**config.mk**
```make
export PLATFORM = sky130hd
export DESIGN_NAME = pipeline_stall_ctrl
export DESIGN_NICKNAME = d
export VERILOG_FILES = /design/src/rtl/pipeline_stall_ctrl.sv
export SDC_FILE = /design/constraint.sdc
export NUM_CORES = 1
export LEC_CHECK = 0
export ABC_CLOCK_PERIOD_IN_PS = 6700
export CORE_MARGIN = 3
export CORE_UTILIZATION = 40
export CTS_BUF_LIST = sky130_fd_sc_hd__clkbuf_8
export DETAILED_ROUTE_END_ITERATION = 8
export PLACE_DENSITY = 0.66
export SYNTH_ARGS = -nofsm -noshare
export SYNTH_HDL_FRONTEND = slang
export SYNTH_SLANG_ARGS = --single-unit
```
**constraint.sdc**
```tcl
create_clock -name Clock -period 6.7 [get_ports Clock]
set_input_delay 1.675 -clock Clock [delete_from_list [all_inputs] [get_ports Clock]]
set_output_delay 1.675 -clock Clock [all_outputs]
set_load 0.02 [all_outputs]
```
**src/rtl/pipeline_stall_ctrl.sv**
```systemverilog
// Stall/flush sequencer for the 5-stage MIPS32 pipeline: merges load-use,
// mult/div busy and data-memory wait hazards into per-stage enables and flushes.
module pipeline_stall_ctrl #(
    parameter int MD_LATENCY = 32,
    parameter int CNT_W      = 16
) (
    input  logic             Clock,
    input  logic             Reset,
    input  logic [4:0]       rs,
    input  logic [4:0]       rt,
    input  logic [4:0]       rtEX,
    input  logic             memReadEX,
    input  logic             isBranch,
    input  logic             mdStart,
    input  logic             mdRead,
    input  logic             memBusy,
    input  logic             statClear,
    output logic             pcWrite,
    output logic             ifIdWrite,
    output logic             idExWrite,
    output logic             exMemWrite,
    output logic             ifIdFlush,
    output logic             idExFlush,
    output logic             exMemFlush,
    output logic             mdBusy,
    output logic             mdDone,
    output logic [CNT_W-1:0] stallCycles
);

    localparam logic [0:0] IDLE    = 1'b0;
    localparam logic [0:0] BUSY    = 1'b1;
    localparam logic [7:0] MD_LOAD = 8'(MD_LATENCY - 1);

    logic [0:0]       stateReg, stateNext;
    logic [7:0]       mdCountReg, mdCountNext;
    logic [CNT_W-1:0] stallReg, stallNext;

    logic       busy;
    logic       loadUse;
    logic       accept;
    logic       hiloHaz;
    logic [4:0] srcReg [2];
    logic [1:0] srcHit;

    assign srcReg[0] = rs;
    assign srcReg[1] = rt;

    genvar gi;
    generate
        for (gi = 0; gi < 2; gi++) begin : gSrcCmp
            assign srcHit[gi] = (srcReg[gi] == rtEX);
        end
    endgenerate

    // $zero is hard-wired, so a load targeting it can never create a hazard
    assign busy    = (stateReg == BUSY);
    assign loadUse = memReadEX & (rtEX != 5'd0) & (|srcHit);
    assign accept  = mdStart & ~busy & ~memBusy;
    assign hiloHaz = mdRead & (busy | accept);

    always_comb begin
        pcWrite    = 1'b1;
        ifIdWrite  = 1'b1;
        idExWrite  = 1'b1;
        exMemWrite = 1'b1;
        ifIdFlush  = 1'b0;
        idExFlush  = 1'b0;
        exMemFlush = 1'b0;
        if (Reset) begin
            ifIdFlush  = 1'b1;
            idExFlush  = 1'b1;
            exMemFlush = 1'b1;
        end else if (memBusy) begin
            pcWrite    = 1'b0;
            ifIdWrite  = 1'b0;
            idExWrite  = 1'b0;
            exMemWrite = 1'b0;
        end else if (mdStart & busy) begin
            pcWrite    = 1'b0;
            ifIdWrite  = 1'b0;
            idExWrite  = 1'b0;
            exMemFlush = 1'b1;
        end else if (loadUse | hiloHaz) begin
            // a taken branch here is dropped; ID re-resolves it next cycle
            pcWrite    = 1'b0;
            ifIdWrite  = 1'b0;
            idExFlush  = 1'b1;
        end else if (isBranch) begin
            ifIdFlush  = 1'b1;
        end
    end

    assign mdBusy = busy & ~Reset;
    assign mdDone = busy & (mdCountReg == 8'd1) & ~Reset;

    // the counter keeps running through a memory freeze
    always_comb begin
        stateNext   = stateReg;
        mdCountNext = mdCountReg;
        if (busy) begin
            if (mdCountReg == 8'd1) begin
                stateNext   = IDLE;
                mdCountNext = 8'd0;
            end else begin
                mdCountNext = mdCountReg - 8'd1;
            end
        end else if (accept) begin
            stateNext   = BUSY;
            mdCountNext = MD_LOAD;
        end
    end

    always_comb begin
        stallNext = stallReg;
        if (statClear) begin
            stallNext = '0;
        end else if (~pcWrite && (stallReg != {CNT_W{1'b1}})) begin
            stallNext = stallReg + CNT_W'(1);
        end
    end

    always_ff @(posedge Clock) begin
        if (Reset) begin
            stateReg   <= IDLE;
            mdCountReg <= 8'd0;
            stallReg   <= '0;
        end else begin
            stateReg   <= stateNext;
            mdCountReg <= mdCountNext;
            stallReg   <= stallNext;
        end
    end

    assign stallCycles = stallReg;

endmodule

```
==> results of run 1 <==
[worst max-delay path, cell delays in order]
cell	delay (ps)
clkdlybuf4s50_1	460
or4_1	540
o21a_2	250
a21boi_2	330
a21o_1	170
clkdlybuf4s50_1	600
[cells in the mapped netlist, drive strengths merged]
cell and instances:
o21bai 1, dfxtp 25, nand2 16, nand3b 1
xnor2 10, nand4 4, a31oi 3, a21o 2
nand3 10, o41ai 1, nor4 1, a211oi 1
or4b 1, nand2b 2, nor3 4, maj3 1
o22ai 1, o31ai 10, clkbuf 6, o32ai 1
o21ai 9, or2 2, inv 5, nor2b 3
nor2 14, a221oi 1, a21boi 2, nor4b 1
ha 3, nor3b 3, buf 3, a32oi 1
a21oi 19, or3 5, and2 1, mux2i 1
or4 10, a311oi 1, o21a 1
[where the power goes]
| part | total, mW | switching, mW | internal (mW) |
|---|---|---|---|
| clock | 0.0879 | 0.0463 | 0.0416 |
| combinational | 0.0764 | 0.0396 | 0.0368 |
| sequential | 0.159 | 0.00597 | 0.153 |
| total | 0.324 | 0.0918 | 0.232 |
[placed cells by master, fill, tap and decap left out, types with 2 or more instances in the layout]
cell type	netlist	layout
or4_1	10	10
a21o_1	2	2
xnor2_1	10	10
nand2b_1	2	2
nand3_1	10	10
nand2_1	16	16
clkdlybuf4s50_1	0	47
o21ai_0	3	3
nor2b_1	3	3
ha_1	3	3
or2_2	2	2
or3_1	5	5
nor2_1	14	14
dfxtp_1	25	25
nand4_1	4	4
o21ai_1	5	5
clkbuf_8	0	3
o31ai_1	10	10
nor3b_1	3	3
a31oi_1	2	2
nor3_1	3	3
inv_1	5	5
a21oi_1	18	18
[registers in the layout (all words and copies together) (netlist names)]
name         flops
stallCycles     16
busy             1
mdCountReg       8
[cell families after synthesis]
logic type      synth area share
compound gates             0.243
xor+xnor                  0.0574
fa+ha+maj                 0.0312
buf+inv                   0.0525
flops                      0.328
mux                      0.00656
simple gates               0.282
[routing by layer]
layer / global-route usage / vias up
li1: - / 783
met1: 0.233 / 710
met2: 0.318 / 31
met3: 0.0366 / 5
met4: 0.0422 / 0
met5: 0 / -
[stage by stage]
step | power (mW) | util | instance area [um2]
after detailed placement | 0.239 | 0.573 | 2000
after global placement | 0.236 | 0.573 | 2000
after floorplan | 0.210 | - | 1530
final | 0.324 | 0.586 | 2050
after CTS | 0.328 | 0.586 | 2050
after global routing | 0.342 | 0.586 | 2050
[cell type report]
type / count / area (um2)
Fill cell: 333 / 1450
Multi-Input combinational cell: 147 / 946
Sequential cell: 25 / 500
Timing Repair Buffer: 48 / 478
Tap cell: 46 / 57.6
Clock buffer: 3 / 41.3
Inverter: 5 / 18.8
Clock inverter: 1 / 5.00
[worst min path at each step]
stage,slack [ps],from,depth (start not counted),end
6_report,510,stallCycles[5],2,stallCycles[5]
5_1_grt,520,mdCountReg[4],2,mdCountReg[4]
4_1_cts,510,stallCycles[5],2,stallCycles[5]
3_5_place_dp,490,mdCountReg[7],2,mdCountReg[7]
3_3_place_gp,480,stallCycles[6],2,stallCycles[6]
2_1_floorplan,460,mdCountReg[7],2,mdCountReg[7]
==> run metrics, run 1 <==
post-synth top area cell dfxtp_1; Worst Skew 3.06 ps; CP startpoint rtEX[0]; DRT met1 WL 1780 um; Crit path required time a little over 5000 ps; final setup fails 0; Power Dens Cells 158 nW/um2; hold buffer count at cts 0; Final Max Tran Viols 0; worst slew pin tran 728 ps; mapped cell area 1530 um2; Hold Worst Slack ~500 ps; max_cap viols 0; Setup Crit Path Kind input port to primary output; Die H 67.8 um; DR top layer met4; maximum number of pins on one net before global-route repair 24; CTS resizes 0; reg-to-reg slack, setup around 4700 ps; vias in the first global route 1525; worst reg2reg path depth 7; met3 WL post-DR 134 um; normalized max-slew margin 0.513; Antenna diodes 0; syn_nets 212; antenna violations before repair 0; crit path DAT roughly 4000 ps; Crit Path Max Fanout 9; DRC 0; worst skew pair latency approximately 270 ps; length of routed met2 wiring around 2100 um; Setup Slack @ Placement about 1000 ps; Inst Count DP around 270; Buffers on Ports 47; crit path to ifIdFlush; WL/cell approximately 14 um; Post-Synthesis Cells 186; final RePlAce weighted congestion 0.806; clk sinks 25; Hold Violations, Final 0; final worst-path cycle share 0.851; post-synth cell types 47; Fmax 175 MHz; Worst Setup Start Kind input port; CTS tree done; core box area 3490 um2; unrepaired setup endpoints after global routing no; routed vias 1529; Syn Area/Cell 8.21 um2; outcome finished, final reports clean; # IOs 48; final cell count without fillers approximately 280; global-route usage over all layers 0.184; Clock Tree Buf Depth 2; final WL 3990 um; Chip Width 67.8 um; R2R Path Start busy; Starting Density 0.437; Peak supply drop 0.117 mV; share of cells above drive strength 1 0.0611; leakage power approximately 0.64 nW; Die ar. 4590 um2; sequential area share after synthesis 0.328; fin crit period 5700 ps; Yosys top cell area share 0.328; CTS root buf clkbuf_8; first-pass GRT wire length 6670 um; final worst slack 995 ps; reg2reg end stallCycles[11]; Synthesis Warnings 0; drt first pass iters 4; Final #Nets between 200 and 300; grt ovf 0; Reg clk slew, reported paths around 80 ps; DRT antenna net count 0; hpwl dp around 3200 um; htree depth 1; cells taking the most area after synthesis dfxtp_1 (33%), a21oi_1 (5.9%), xnor2_1 (5.7%); Hold WC Path Type flop to flop; synthesis-stage register bit count 25; TritonCTS Buffers 3; DRT iter0 DRCs 92; vias per std cell roughly 5.6; CP Capture Type primary output; postcts setup bufs 0; Area Growth Syn to Fin 34.1%; # rows 21; TNS Setup 0 ps
(Power assumes the default switching activity.)
==> run 2, diff against run 1 <==
--- a/config.mk
+++ b/config.mk
@@ -10,6 +10,7 @@
 export CORE_UTILIZATION = 40
 export CTS_BUF_LIST = sky130_fd_sc_hd__clkbuf_8
 export DETAILED_ROUTE_END_ITERATION = 8
+export GPL_TIMING_DRIVEN = 0
 export PLACE_DENSITY = 0.66
 export SYNTH_ARGS = -nofsm -noshare
 export SYNTH_HDL_FRONTEND = slang
==> run 2 against run 1 <==
- first-iteration DRC count is 4.3% lower
- setup slack worse by 190 ps
- non-clock buffer count increased by 8
- cell count increased by 2.9%
- sequential share of layout area is 0.67 points lower
- sequential power about the same
- clock-buffer cell count stayed put
- die area did not move
- wire length up 1.3%
- core utilization up 1.6 points
- total power is 4.3% higher
- highest routed layer unchanged
==> run metrics, run 2 (synthesis gave the netlist of run 1 again) <==
DRT antenna net count 0 (unchanged); hpwl dp 3230 um (+0.74%); DRT iter0 DRCs 88 (-4.3%); Placed Area 2050 um2 (+2.7%); fin area 2100 um2 (+2.8%); Buffers on Ports 47 (unchanged); Hold Violations, Final 0 (unchanged); # IOs 48 (unchanged); hold buffer count at cts 0 (unchanged); global-route usage over all layers 0.187 (+0.00288); Worst Skew 13.3 ps (+10.2 ps); Chip Width 67.8 um (unchanged); most frequent CP cell clkdlybuf4s50_1; htree depth 1 (unchanged); Setup Slack @ Placement 796 ps (-207 ps); WL/cell 14.3 um (-1.6%); Fmax 170 MHz (-3.2%); Antenna diodes 0 (unchanged); unrepaired setup endpoints after global routing no; final worst slack 807 ps (-188 ps); filler instances 302 (-9.3%); Worst Setup Start Kind input port; CTS tree done; delay of the slowest critical-path stage 580 ps (-20 ps); slowest library cell on the worst path clkdlybuf4s50_1; worst skew pair latency 280 ps (about the same); max reg flops 16 (unchanged); final worst-path cycle share 0.879 (+0.0280); drt first pass iters 5 (+1); final RePlAce weighted congestion 0.825 (+2.4%); CP Cell Sequence clkdlybuf4s50_1, or4_1, o21a_2, a31oi_4, buf_6, buf_12, buf_4, clkdlybuf4s50_1; worst reg2reg path depth 6 (-1); first-pass GRT wire length 6800 um (+2.0%); Hold Crit Depth 2 (unchanged); Final #Nets 264 (+3.1%); TNS Setup 0 ps (unchanged); Final Max Tran Viols 0 (unchanged); Power Dens Cells 160 nW/um2 (+1.5%); leakage power 0.660 nW (+3.7%); Crit path required time 5030 ps (about the same); grt ovf 0 (unchanged); worst slew pin tran 473 ps (-255 ps); Starting Density 0.437 (unchanged); Reg clk slew, reported paths 100 ps (+20 ps); final WL 4040 um (+1.3%); Area Growth Syn to Fin 37.9%; CP Capture Type primary output; final cell count without fillers 283 (+2.9%); max_cap viols 0 (unchanged); antenna violations before repair 0 (unchanged); final setup fails 0 (unchanged); Setup Crit Path Kind input port to primary output; maximum number of pins on one net before global-route repair 17 (-29%); fin crit period 5890 ps (+188 ps); DRC 0 (unchanged); Hold WC Path Type flop to flop; Clock Tree Buf Depth 2 (unchanged); TritonCTS Buffers 3 (unchanged); normalized max-slew margin 0.685 (+0.171); Crit Path Max Fanout 11 (+2); postcts setup bufs 0 (unchanged); CTS root buf clkbuf_8; Die H 67.8 um (unchanged); Die ar. 4590 um2 (unchanged); CTS resizes 0 (unchanged); highest-count cells in the layout ignoring fill and taps clkdlybuf4s50_1 (47), dfxtp_1 (25), a21oi_1 (18), nand2_1 (16), nor2_1 (14); vias in the first global route 1568 (+2.8%); # rows 21 (unchanged); core box area 3490 um2 (unchanged); clk sinks 25 (unchanged); commonest non-fill, non-tap cell in the layout clkdlybuf4s50_1; crit path DAT 4220 ps (+190 ps); Peak supply drop 0.0763 mV (-35%); Inst Count DP 279 (+3.0%); vias per std cell 5.66 (+1.8%); share of cells above drive strength 1 0.0675 (+0.00638); routed vias 1602 (+4.8%); outcome finished, final reports clean
[run 2: cell types whose count changed in the layout (fill, tap and decap cells not counted), sizes merged]
cell | previous run | this run
clkbuf | 3 | 9
buf | 1 | 3
clkinv | 1 | 0
inv | 5 | 6
[run 2: area by class of cell]
class                      instances  area [um2]  share of cell area
clock buffer                       3        41.3              0.0196
tap                               46        57.6              0.0273
timing repair buffer              47         470               0.224
clock inverter                     1        8.76             0.00416
sequential                        25         500               0.238
inverter                           5        18.8             0.00892
multi-input combinational        147         946               0.449
buffer                             9        61.3              0.0291
[run 2: critical path, delay by kind of cell]
family | cells | cell delay (ps)
compound gates | 2 | 520
buf+inv | 5 | 1480
simple gates | 1 | 540
[run 2: per-layer routing]
metal | track usage | wire length (um) | up-vias
met2 | 0.343 | 2080 | 30
met5 | 0 | 0 | -
met1 | 0.230 | 1820 | 762
li1 | - | - | 808
met4 | 0.0447 | 10 | 0
met3 | 0.0216 | 135 | 2
[run 2: power breakdown]
part / switching (mW) / leakage, nW / internal (mW)
Combinational: 0.0418 / 0.431 / 0.0404
Sequential: 0.00502 / 0.203 / 0.154
Clock: 0.0534 / 0.0261 / 0.0436
[run 2: worst paths after layout]
kind         slack [ps]              end            start
max                 810          pcWrite          rtEX[0]
min                 510  stallCycles[10]  stallCycles[10]
max reg2reg        4750  stallCycles[11]   stallCycles[7]
min reg2reg         510  stallCycles[10]  stallCycles[10]
[run 2: per-stage QoR]
step	power [mW]	util	hold slack [ps]
CTS	0.340	0.602	511
finish	0.338	0.602	506
global placement	0.241	0.588	471
global route	0.354	0.602	541
floorplan	0.210	-	455
detailed placement	0.244	0.588	495
==> variant: new RTL, config.mk and constraints of run 1 <==
Change the parameter `CNT_W` from 16 to 32.
--- a/src/rtl/pipeline_stall_ctrl.sv
+++ b/src/rtl/pipeline_stall_ctrl.sv
@@ -2,7 +2,7 @@
 // mult/div busy and data-memory wait hazards into per-stage enables and flushes.
 module pipeline_stall_ctrl #(
     parameter int MD_LATENCY = 32,
-    parameter int CNT_W      = 16
+    parameter int CNT_W      = 32
 ) (
     input  logic             Clock,
     input  logic             Reset,
Interface: changed (resized stallCycles); port bits go from 48 to 64. The function was not compared with the original's and may differ.
==> variant against run 1 <==
Routed wire length grew 53%. Highest routed layer unchanged. Area after synthesis grew 63%. Die area grew 57%. Cell area grew 57%. Combinational power grew 4.8%. Maximum frequency shrank 2.8%. Sequential cell count grew 16. Total power grew 69%. Via count grew 60%. Setup slack lost 0.16 ns. Count of clock-buffer cells in the layout grew 3.
==> variant: results (changes against run 1) <==
| Metric | Value |
|---|---|
| Status | complete, no violations |
| Total wire length | 6120 um (+53%) |
| Placed insts | 423 (+56%) |
| Number of flip-flops in the largest register | 32 (+16) |
| Post-synthesis sequential area ratio | 33.0% (+0.18 points) |
| Pre-CTS setup slack | 0.841 ns (-0.162 ns) |
| R2R setup slack | 4.43 ns (-0.24 ns) |
| Clock period minus worst slack | 5.87 ns (+0.164 ns) |
| IO buf count | 63 (+34%) |
| VDD IR-drop max | 0.140 mV (+20%) |
| HPWL Detailed | 4430 um (+38%) |
| Final worst hold slack | 0.489 ns (-0.0192 ns) |
| Area contributors post-synth | dfxtp_1 (33%), a21oi_1 (5.4%), nand2_1 (5.0%) |
| Vias | 2454 (+60%) |
| Crit-path max FO | 54 (+45) |
| Comb pwr share | 14.6% (-9.0 points) |
| Top cells by count, synth | dfxtp_1 (41), nand2_1 (33), a21oi_1 (27) |
| Xor-xnor portion of the synthesized cell area | 3.52% (-2.2 points) |
| Leakage | 1.02 nW (+61%) |
| Total GRT Usage | 17.8% (-0.59 points) |
| First-pass GRT wire length | 10700 um (+60%) |
| Worst-Skew Late Latency | 0.30 ns (+0.03 ns) |
| Share of cells above drive strength 1 | 6.74% (+0.63 points) |
| Compound-gate portion of the synthesized area | 21.1% (-3.2 points) |
| Synthesized-area fraction occupied by adder cells | 1.91% (-1.2 points) |
| CTS Buf Count | 5 (+2) |
| Register share of total power | 46.7% (-2.5 points) |
| Switch Pwr | 140 uW (+52%) |
| Routability cong. | 0.782 (-2.9%) |
| Hold Crit Endpoint | stallCycles[16]$_SDFFE_PP0P_ |
| Vias per inst | 5.69 (+2.4%) |
| Clock Skew | 0.0132 ns (+0.0102 ns) |
| Mapped Cells | 300 (+61%) |
| Crit path DAT | 4.19 ns (+0.16 ns) |
| Critical Path End | ifIdWrite |
| Initial drt markers | 99 (+7.6%) |
| Syn Nets | 326 (+54%) |
| Post-Place Cell Area | 3090 um2 (+54%) |
| Pwr Total | 547 uW (+69%) |
-- variant: per-layer routing --
metal  track usage (%)  up-vias  part of all wire [%]
met5                 0        -                     0
met4              5.90        0                  0.98
met3              5.44        4                   6.8
met2              28.4       73                    46
met1              23.0     1124                    46
li1                  -     1253                     -
-- variant: cell type report --
class / count / area, um2
fill: 593 / 2780
sequential: 41 / 821
clock inverter: 2 / 37.5
inverter: 4 / 22.5
multi-input combinational: 239 / 1520
tap: 75 / 93.8
clock buffer: 6 / 82.6
timing repair buffer: 64 / 638
-- variant: cell families (layout without fill, tap and decap cells) --
logic type,Yosys count,in the layout
DFF,41,41
and+or+nand+nor,141,141
buffers and inverters,20,76
muxes,4,4
AOI/OAI and AO/OA,80,80
adders and majority gates,4,4
xor gates and xnor gates,10,10
-- variant: worst max-delay path, cell delays in order --
cell and delay, ns:
clkdlybuf4s50_1 0.46, or4_1 0.54, o21ai_1 0.15, nor2_1 0.06
a21o_1 0.35, inv_8 0.26, clkdlybuf4s50_1 0.66
